==> src/rtl/io_arb_pkg.sv <==
// Shared types, constants and the output-port window check for the I/O output arbiter.
package io_arb_pkg;

    localparam int unsigned ADDR_W        = 32;
    localparam int unsigned DATA_W        = 32;
    localparam logic [5:0]  PORT_BASE_DEF = 6'b100000;
    localparam int unsigned NUM_PORTS_DEF = 2;
    localparam int unsigned DROP_W_DEF    = 8;

    localparam logic REQ_CPU = 1'b0;
    localparam logic REQ_AUX = 1'b1;

    typedef struct packed {
        logic [ADDR_W-1:0] addr;
        logic [DATA_W-1:0] data;
    } wr_req_t;

    // Word index addr[7:2] must fall in [base, base+num-1]; other address bits are ignored.
    function automatic logic in_window(input logic [ADDR_W-1:0] addr,
                                       input logic [5:0]        base,
                                       input int unsigned       num);
        int unsigned idx;
        int unsigned lo;
        idx = 32'(addr[7:2]);
        lo  = 32'(base);
        return (idx >= lo) && (idx < lo + num);
    endfunction

endpackage

==> src/rtl/io_req_buffer.sv <==
// One-entry holding buffer: accepts a write on valid & ready, holds it until cleared by the arbiter.
module io_req_buffer
    import io_arb_pkg::*;
(
    input  logic    clk,
    input  logic    rst,
    input  logic    valid,
    input  wr_req_t req_in,
    input  logic    clear,
    output logic    ready,
    output logic    full,
    output logic    full_next,
    output wr_req_t req_out
);

    logic    full_q;
    logic    full_d;
    wr_req_t req_q;
    wr_req_t req_d;

    // Load only when empty, so a clear and a load can never coincide.
    always_comb begin
        full_d = full_q;
        req_d  = req_q;
        if (clear) begin
            full_d = 1'b0;
        end
        if (valid && !full_q) begin
            full_d = 1'b1;
            req_d  = req_in;
        end
    end

    always_ff @(posedge clk) begin
        if (rst) begin
            full_q <= 1'b0;
            req_q  <= '0;
        end else begin
            full_q <= full_d;
            req_q  <= req_d;
        end
    end

    assign ready     = ~full_q;
    assign full      = full_q;
    assign full_next = full_d;
    assign req_out   = req_q;

endmodule

==> src/rtl/io_output_arbiter.sv <==
// Round-robin arbiter draining CPU and auxiliary write buffers into one registered
// output-port write strobe; out-of-window writes are dropped and counted.
module io_output_arbiter
    import io_arb_pkg::*;
#(
    parameter logic [5:0]  PORT_BASE = PORT_BASE_DEF,
    parameter int unsigned NUM_PORTS = NUM_PORTS_DEF,
    parameter int unsigned DROP_W    = DROP_W_DEF
) (
    input  logic              io_clk,
    input  logic              clm,
    input  logic              cpu_valid,
    output logic              cpu_ready,
    input  logic [ADDR_W-1:0] cpu_addr,
    input  logic [DATA_W-1:0] cpu_data,
    input  logic              aux_valid,
    output logic              aux_ready,
    input  logic [ADDR_W-1:0] aux_addr,
    input  logic [DATA_W-1:0] aux_data,
    output logic              wr_en,
    output logic [ADDR_W-1:0] wr_addr,
    output logic [DATA_W-1:0] wr_data,
    output logic              grant_id,
    output logic [DROP_W-1:0] drop_cnt,
    output logic              busy
);

    logic    cpu_full;
    logic    aux_full;
    logic    cpu_full_next;
    logic    aux_full_next;
    wr_req_t cpu_req;
    wr_req_t aux_req;
    wr_req_t cpu_in;
    wr_req_t aux_in;
    logic    cpu_gnt;
    logic    aux_gnt;
    wr_req_t sel_req;

    logic              wr_en_q,    wr_en_d;
    logic [ADDR_W-1:0] wr_addr_q,  wr_addr_d;
    logic [DATA_W-1:0] wr_data_q,  wr_data_d;
    logic              grant_id_q, grant_id_d;
    logic [DROP_W-1:0] drop_cnt_q, drop_cnt_d;
    logic              busy_q,     busy_d;
    logic              rr_last_q,  rr_last_d;

    assign cpu_in = '{addr: cpu_addr, data: cpu_data};
    assign aux_in = '{addr: aux_addr, data: aux_data};

    io_req_buffer u_cpu_buf (
        .clk       (io_clk),
        .rst       (clm),
        .valid     (cpu_valid),
        .req_in    (cpu_in),
        .clear     (cpu_gnt),
        .ready     (cpu_ready),
        .full      (cpu_full),
        .full_next (cpu_full_next),
        .req_out   (cpu_req)
    );

    io_req_buffer u_aux_buf (
        .clk       (io_clk),
        .rst       (clm),
        .valid     (aux_valid),
        .req_in    (aux_in),
        .clear     (aux_gnt),
        .ready     (aux_ready),
        .full      (aux_full),
        .full_next (aux_full_next),
        .req_out   (aux_req)
    );

    // On a tie the requester that was not granted last wins.
    assign cpu_gnt = cpu_full && (!aux_full || (rr_last_q == REQ_AUX));
    assign aux_gnt = aux_full && !cpu_gnt;
    assign sel_req = cpu_gnt ? cpu_req : aux_req;

    always_comb begin
        wr_en_d    = 1'b0;
        wr_addr_d  = wr_addr_q;
        wr_data_d  = wr_data_q;
        grant_id_d = grant_id_q;
        drop_cnt_d = drop_cnt_q;
        rr_last_d  = rr_last_q;
        busy_d     = cpu_full_next | aux_full_next;
        if (cpu_gnt || aux_gnt) begin
            grant_id_d = aux_gnt ? REQ_AUX : REQ_CPU;
            rr_last_d  = aux_gnt ? REQ_AUX : REQ_CPU;
            if (in_window(sel_req.addr, PORT_BASE, NUM_PORTS)) begin
                wr_en_d   = 1'b1;
                wr_addr_d = sel_req.addr;
                wr_data_d = sel_req.data;
            end else if (drop_cnt_q != {DROP_W{1'b1}}) begin
                drop_cnt_d = drop_cnt_q + DROP_W'(1);
            end
        end
    end

    // rr_last resets to AUX so the CPU wins the first tie.
    always_ff @(posedge io_clk) begin
        if (clm) begin
            wr_en_q    <= 1'b0;
            wr_addr_q  <= '0;
            wr_data_q  <= '0;
            grant_id_q <= REQ_CPU;
            drop_cnt_q <= '0;
            busy_q     <= 1'b0;
            rr_last_q  <= REQ_AUX;
        end else begin
            wr_en_q    <= wr_en_d;
            wr_addr_q  <= wr_addr_d;
            wr_data_q  <= wr_data_d;
            grant_id_q <= grant_id_d;
            drop_cnt_q <= drop_cnt_d;
            busy_q     <= busy_d;
            rr_last_q  <= rr_last_d;
        end
    end

    assign wr_en    = wr_en_q;
    assign wr_addr  = wr_addr_q;
    assign wr_data  = wr_data_q;
    assign grant_id = grant_id_q;
    assign drop_cnt = drop_cnt_q;
    assign busy     = busy_q;

endmodule

==> config.mk <==
export PLATFORM = sky130hd
export DESIGN_NAME = io_output_arbiter
export DESIGN_NICKNAME = d
export VERILOG_FILES = /design/src/rtl/io_arb_pkg.sv /design/src/rtl/io_req_buffer.sv /design/src/rtl/io_output_arbiter.sv
export SDC_FILE = /design/constraint.sdc
export NUM_CORES = 1
export LEC_CHECK = 0
export BUFFER_PORTS_ARGS = -buffer_cell sky130_fd_sc_hd__buf_2
export CAP_MARGIN = 20
export CORE_MARGIN = 4
export CORE_UTILIZATION = 31
export DETAILED_ROUTE_END_ITERATION = 8
export GPL_TIMING_DRIVEN = 0
export PLACE_DENSITY = 0.54
export RECOVER_POWER = 50
export SYNTH_ARGS = -nofsm -noshare
export SYNTH_HDL_FRONTEND = slang
export SYNTH_SLANG_ARGS = --single-unit
==> constraint.sdc <==
create_clock -name io_clk -period 4.7 [get_ports io_clk]
set_clock_uncertainty 0.1 [all_clocks]
set_input_delay 0.94 -clock io_clk [delete_from_list [all_inputs] [get_ports io_clk]]
set_output_delay 0.94 -clock io_clk [all_outputs]
set_load 0.01 [all_outputs]
# Word-level counts from Yosys, hierarchy flattened

Cells that the tools add are included.

Add/sub/neg operators: 1
Order comparisons: 2
Equality and inequality tests: 1
Muxes and demuxes: 7
Bitwise operators: 5
Reductions and logical operators: 13

Operators with widths:

| kind                | count |
|---|---|
| $mux 64             | 1 |
| $add 8x1->8 const B | 1 |
| $ne 8x8->1 const B  | 1 |
| $ge 6x6->1 const B  | 1 |
| $lt 6x6->1 const B  | 1 |
| $mux 1              | 6 |
| $logic_and 1x1->1   | 5 |
| $not 1->1           | 4 |
| $logic_not 1->1     | 3 |
| $reduce_and 3->1    | 1 |
| $logic_or 1x1->1    | 2 |
| $reduce_and 2->1    | 1 |
| $reduce_or 2->1     | 1 |
| $or 1x1->1          | 1 |

Register bits: 206
Input bits: 132
Output and inout port bits: 77
Logic and storage cells: 42

# Logic depth before layout (Yosys ltp)

Gate-level depths: netlist of run 1.

Depth in word-level cells: 8
Gate-level depth with buffers: 9
Depth with buffers taken out: 6

# Hierarchy

Synthesis of run 1 repeated with hierarchy kept, for this count alone.

Cell total of the unflattened synthesis: 1003
Area total of the unflattened synthesis: 9120.0 um^2

Modules (own cells, without submodules):

| module            | times used | cells each | area each (um^2) | seq. area each (um^2) |
|---|---|---|---|---|
| io_req_buffer     | 2          | 298        | 2952.8           | 1301.2 |
| io_output_arbiter | 1          | 407        | 3214.3           | 1521.5 |

# Least setup slack after synthesis of run 1

Ideal clock, no wire load.

Path type: input port to flip-flop
From: input port clm
To: register wr_addr_q[0], in the netlist wr_addr[0]
Library setup time: 0.147 ns
Arrival time: 1.963 ns
Data required time: 4.453 ns
Setup slack: 2.490 ns
Cell stages on the path: 4
Buffers on the path: 3
Cell sequence: clkbuf_1 clkbuf_1 clkbuf_1 a311oi_2

RTL lines:

| what                   | RTL line                 | source |
|---|---|---|
| start: declaration     | io_output_arbiter.sv:11  | `input logic clm,` |
| end signal: assignment | io_output_arbiter.sv:113 | `wr_addr_q <= wr_addr_d;` |
| end: declaration       | io_output_arbiter.sv:41  | `logic [ADDR_W-1:0] wr_addr_q, wr_addr_d;` |

No word-level cell between the ends.

# Final worst setup path of run 1

From: register u_aux_buf.full_q, in the netlist u_aux_buf.full
To: register wr_addr_q[10], in the netlist wr_addr[10]

Longest elaborated chain between the ends: 7
Elaborated cells between the ends (all ways): 11
Classes of those cells: 2 x order compare; 1 x mux; 8 x reduce/logical

RTL lines:

| what                                                  | RTL line                                         | source |
|---|---|---|
| start: declaration                                    | io_req_buffer.sv:16                              | `logic full_q;` |
| start signal: assignment                              | io_req_buffer.sv:39                              | `full_q <= full_d;` |
| $logic_not 1->1                                       | io_output_arbiter.sv:76                          | `assign cpu_gnt = cpu_full && (!aux_full \|\| (rr_last_q == REQ_AUX));` |
| $logic_or 1x1->1                                      | io_output_arbiter.sv:76                          |  |
| $logic_and 1x1->1                                     | io_output_arbiter.sv:76                          |  |
| $mux 64 or $logic_not 1->1 (tied branches)            | io_output_arbiter.sv:78, io_output_arbiter.sv:77 |  |
| $ge 6x6->1 (tied with other cells)                    | io_arb_pkg.sv:26                                 | `return (idx >= lo) && (idx < lo + num);` |
| $logic_and 1x1->1 or $logic_or 1x1->1 (tied branches) | io_arb_pkg.sv:26, io_output_arbiter.sv:88        |  |
| $reduce_and 2->1 (no line)                            | --                                               |  |

Several ways; a longest one is shown, not always the timed one.
A chain may end at the register's enable or synchronous reset.

==> impl_metrics.ini, run 1 <==
[run_status]
status = completed

[clock_tree]
clkLatencyLatePin_ns = 0.50
hold_buffers = 0
clkSinkCount = 206
cts_tree = built
cts_max_path_buffers = 3
cts_max_level = 1
cts.clk_slew.worst_paths_ns = 0.06
cts-root-buf = clkbuf_16
cts_setup_buffers = 0
cts_buffers = 23
cts_resized = 0

[power]
power.density_nw_per_um2 = 408
swShare_pct = 25.2
power.switching_mw = 1.03
power.share.clock_pct = 43.2
intPower_mw = 3.06
p_leak_nw = 3.63
p_comb_share_pct = 10.6
p_seq_share_pct = 46.2
irDropWorstVdd_mv = 0.183

[logic_synthesis]
async_flop_share_pct = 0
synthTopCellsByArea = dfxtp_1 (51%), nand2_1 (18%), a311oi_2 (10%)
ys_warn_count = 0
syn_inst = 973
syn_nets = 1106
synth-seq-cells = 206
synth_edf_count = 0
ys_seq_area_share_pct = 51.3
synth-main-ff-cell = dfxtp_1
synth_cell_types = 34
syn-cell-area_sq_um = 8050
yosys.area.top_type = dfxtp_1
synth.avg_cell_area_sq_um = 8.27
synth_top_area_share_pct = 51.3

[floorplan]
die_y_um = 169
die-width_um = 169
ios = 209
initial_core_util_pct = 31.8
die_area_sq_um = 28600
rows = 58
core-area_sq_um = 25300

[detailed_routing]
vias = 7348
routedWlPerCell_um = 16.2
detail_route.iter0.violations = 277
firstDrtPassIters = 4
vias_per_cell = 4.74
drc = 0
totalWireLength_mm = 25.1
ant_nets = 0

[sta]
fin_setup_tns_ns = 0
holdWs_ns = 0.350
rsz0062_at_grt = false
max-slew-margin-rel_pct = 30.1
period_needed_ns = 3.15
setup_violations = 0
slew_violations = 0
max_freq_ghz = 0.318
hold_violations = 0
setup_ws_ns = 1.55
tightest_slew_ns = 1.05
fin_crit_sh_pct = 66.9

[critical_path]
required_ns = 4.94
crit_type = flop to flop
cp-end-kind = flop
worst-path-max-fanout = 10
cp_data_arrival_time_ns = 3.39
cp-start-kind = flop

[grt]
antenna_found_initial = 0
grt_pass1_wl_mm = 38.9
grt_pass1_vias = 7259
grt_usage_pct = 17.0
gr-total-overflow = 0
grt_max_degree = 13

[layout]
stdcell_count = 1549
drive_gt1_share_pct = 18.0
antenna_cells = 0
areaGrowthSynthToFinish_pct = 24.5
nets = 1338

[placement]
globalplace.congestion = 0.769
portBuffers = 207
dp_hpwl_mm = 18.5
dp.cells = 1510
pre_cts_ws_ns = 1.71

[job]
maxCapViolCount = 0

[hold_path]
hold_class = flop to flop
synthesized netlist by cell type, drive strengths merged (2+ instances only):
master	count
nand2	382
dfxtp	206
a21oi	133
nor2	72
a311oi	61
clkbuf	56
buf	21
nor2b	5
nor3	5
nand2b	4
nor3b	4
inv	3
mux2	2
nand4	2
xnor2	2
final cells by class:
type | instances | area [sq um]
Multi-Input combinational cell | 687 | 3450
Timing Repair Buffer | 207 | 938
Clock buffer | 33 | 653
Buffer | 77 | 342
Sequential cell | 206 | 4120
Fill cell | 2784 | 15300
Clock inverter | 6 | 80.1
Inverter | 3 | 11.3
Tap cell | 330 | 413
per-layer routing:
metal | up-vias | wire length, um | global-route usage [%]
li1 | 3710 | - | -
met4 | 0 | 385 | 2.98
met3 | 23 | 1160 | 2.62
met2 | 161 | 12000 | 28.8
met5 | - | 0 | 0
met1 | 3454 | 11600 | 23.3
path summary, 6_finish.rpt:
kind / startpoint / endpoint / slack (ns) / depth (start not counted)
hold / removal: u_cpu_buf.req_out[36] / u_cpu_buf.req_out[36] / 0.35 / 2
setup / recovery: u_aux_buf.full / wr_addr[10] / 1.55 / 8
setup reg to reg: u_aux_buf.full / wr_addr[10] / 1.55 / 8
hold reg to reg: u_cpu_buf.req_out[36] / u_cpu_buf.req_out[36] / 0.35 / 2
power by group through the flow:
| stage | Sequential, mW | Combinational, mW | Clock, mW |
|---|---|---|---|
| after floorplan | 1.93 | 0.261 | 0 |
| after global placement | 1.93 | 0.453 | 0 |
| after detailed placement | 1.93 | 0.458 | 0 |
| after CTS | 1.89 | 0.459 | 1.81 |
| after global routing | 1.90 | 0.494 | 1.88 |
| final | 1.89 | 0.432 | 1.77 |
layout by cell type (no fill, tap or decap), drive strengths merged, types with 3 or more instances in the layout:
master,Yosys,routed
clkbuf,56,174
inv,3,3
a21oi,133,133
nor2,72,72
nor3b,4,4
nand2,382,382
nand2b,4,4
clkinv,0,4
buf,21,143
dfxtp,206,206
a311oi,61,61
nor3,5,5
nor2b,5,5
state kept, by name, indices dropped and copies added, names as in the netlist, 8 cells and up:
register and count:
wr_data 32, drop_cnt 8, u_aux_buf.req_out 64, wr_addr 32
u_cpu_buf.req_out 64
stage by stage:
step	utilization, %	instance area (sq um)	total power, mW
3_5_place_dp	37.5	9490	2.39
4_1_cts	40.4	10200	4.16
6_report	39.5	10000	4.09
2_1_floorplan	-	8050	2.19
5_1_grt	39.5	10000	4.27
3_3_place_gp	37.5	9490	2.38
kinds of logic after synthesis:
logic type,share of synthesized area (%)
DFF,51.3
xor gates and xnor gates,0.218
and+or+nand+nor,23.5
AOI/OAI and AO/OA,19.8
muxes,0.404
adders and majority gates,0.155
buffers and inverters,4.68
worst max-delay path: stages, from the launching register on:
cell,delay (ns)
dfxtp_1,0.38
nand2b_2,0.12
and2_1,0.12
clkbuf_1,0.47
a22o_1,0.24
clkbuf_1,0.40
clkbuf_1,0.75
buf_6,0.29
a311oi_2,0.11
No activity file was read; power rests on OpenSTA's default activity.
==> inputs of run 2 (changes only) <==
- ABC_AREA: default -> 1
- clock period: 4.7 -> 3.1 ns (I/O delays scaled with it)
==> run 2 against run 1 <==
Against the previous run: flip-flop and latch count stayed put; largest power group is now clock; highest routed layer is now met5; maximum frequency is 33% higher; setup slack worse by 0.82 ns; critical endpoint is now wr_addr[25]; worst hold slack worse by 0.090 ns; sequential power is 51% higher.
==> impl_metrics.ini, run 2 <==
[sta]
max_freq_ghz = 0.422
slew_violations = 0
setup_violations = 0
period_needed_ns = 2.37
fin_setup_tns_ns = 0
holdWs_ns = 0.259
hold_violations = 0
rsz0062_at_grt = false
fin_crit_sh_pct = 76.4
tightest_slew_ns = 0.786
max-slew-margin-rel_pct = 47.6

[run_status]
status = completed

[placement]
portBuffers = 208
dp.cells = 1615
globalplace.congestion = 0.793
post_dp_cell_area_sq_um = 9480
dp_hpwl_mm = 19.6

[detailed_routing]
totalWireLength_mm = 26.8
dr_wl_met2_mm = 12.1
vias = 7834
firstDrtPassIters = 5
drc = 0
detail_route.iter0.violations = 430
drt-met1-wl_mm = 12.2
highest_layer = met5
route.met3.wl_mm = 1.76
routedWlPerCell_um = 16.2
ant_nets = 0
vias_per_cell = 4.72

[power]
irDropWorstVdd_mv = 0.338
power.share.clock_pct = 44.8
power.switching_mw = 1.63
p_comb_share_pct = 10.6
p_seq_share_pct = 44.6
p_leak_nw = 4.08
power.density_nw_per_um2 = 631
swShare_pct = 25.3
intPower_mw = 4.80

[logic_synthesis]
synth.most_common_cell = dfxtp_1
syn_nets = 1210
ys_warn_count = 0
yosys.area.top_type = dfxtp_1
synth_edf_count = 0
async_flop_share_pct = 0
syn_inst = 1077
synth-main-ff-cell = dfxtp_1
ys_seq_area_share_pct = 51.4
syn-cell-area_sq_um = 8030
synth_top_area_share_pct = 51.4
synth_cell_types = 26
synthTopCellsByArea = dfxtp_1 (51%), o21ai_0 (12%), nor2_1 (7.8%)
synth-seq-cells = 206
yosys-top-cells-count = dfxtp_1 (206), o21ai_0 (187), nor2_1 (166), nand2_1 (158), a21oi_1 (122)
synth.avg_cell_area_sq_um = 7.45

[floorplan]
core-area_sq_um = 25300
die-width_um = 169
die_area_sq_um = 28500
ios = 209
rows = 58
die_y_um = 169
initial_core_util_pct = 31.7

[critical_path]
cp-end-kind = flop
cp_data_arrival_time_ns = 2.64
r2r_start = u_aux_buf.full
crit_type = flop to flop
worst-path-max-fanout = 10
critPathLaunch = u_aux_buf.full
required_ns = 3.37
cp-start-kind = flop

[grt]
grt_pass1_wl_mm = 41.4
gr-total-overflow = 0
grt_pass1_vias = 7507
grt_usage_pct = 18.2
antenna_found_initial = 4
grt_max_degree = 13

[clock_tree]
cts_max_path_buffers = 3
cts_setup_buffers = 0
cts_tree = built
cts_buffers = 24
cts.clk_slew.worst_paths_ns = 0.06
cts_max_level = 1
clkSinkCount = 206
clkLatencyLatePin_ns = 0.51
cts_resized = 0
hold_buffers = 0
cts-root-buf = clkbuf_16

[layout]
final_core_util_pct = 40.2
stdcell_count = 1659
areaGrowthSynthToFinish_pct = 26.9
fillers = 2762
nets = 1444
post-route-cell-area_sq_um = 10200
final_cell_mix = dfxtp_1 (206), o21ai_0 (187), nor2_1 (166)
antenna_cells = 0
drive_gt1_share_pct = 14.6
layout_commonest_cell = dfxtp_1

[hold_path]
min-delay-start = aux_addr[17]
hold_class = input port to flop

[job]
maxCapViolCount = 0
[run 2: cell count changes after synthesis, sizes merged, moves of 5 or more]
cell	before	now
o21ai	0	188
a311oi	61	0
nand3	1	72
nand2	382	161
inv	3	70
nor2b	5	0
nor2	72	167
a21oi	133	123
buf	21	27
[run 2: kinds of logic after synthesis]
| group | Yosys count | synth area share [%] |
|---|---|---|
| AND/OR/NAND/NOR | 405 | 20.4 |
| AO/OA/AOI/OAI | 312 | 19.7 |
| flip-flops | 206 | 51.4 |
| buffers and inverters | 150 | 8.01 |
| XOR/XNOR | 3 | 0.327 |
| adder cells (fa/ha/maj) | 1 | 0.156 |
[run 2: critical path, cell delays in order (launching register included)]
cell,delay [ns]
dfxtp_1,0.42
nand2_1,0.12
nand2_1,0.35
nand3_1,0.21
nand2_1,0.39
nand2_1,0.14
buf_6,0.20
buf_6,0.16
nand2_1,0.06
a21oi_1,0.06
[run 2: layer usage]
layer  vias up  track usage (%)
li1       3988                -
met1      3575             24.2
met2       219             29.9
met3        44             3.97
met4         8             4.80
met5         -                0
[run 2: power by group through the flow]
stage / logic, mW / clock network [mW] / registers, mW
6_report: 0.681 / 2.88 / 2.86
5_1_grt: 0.779 / 3.08 / 2.88
4_1_cts: 0.700 / 2.96 / 2.86
3_5_place_dp: 0.697 / 0 / 2.92
3_3_place_gp: 0.694 / 0 / 2.92
2_1_floorplan: 0.411 / 0 / 2.91
[run 2: layout make-up]
class	instances	area, sq um	share of cell area (%)
buffer	79	375	3.69
clock buffer	37	721	7.08
clock inverter	7	92.6	0.909
inverter	71	267	2.62
multi-input combinational	721	3250	31.9
sequential	206	4120	40.5
tap	330	413	4.05
timing repair buffer	208	943	9.26
[run 2: path summary, 6_finish.rpt]
path / endpoint / slack [ns] / cells after the start
worst max-delay path: wr_addr[25] / 0.73 / 9
worst min-delay path: u_aux_buf.req_out[49] / 0.26 / 3
worst max register to register: wr_addr[25] / 0.73 / 9
worst min register to register: wr_addr[4] / 0.33 / 2
[run 2: metrics by stage]
stage               power (mW)  setup slack [ns]
finish                    6.42             0.731
global route              6.73             0.455
detailed placement        3.62             0.383
global placement          3.61             0.374
floorplan                 3.33              1.52
CTS                       6.53             0.921
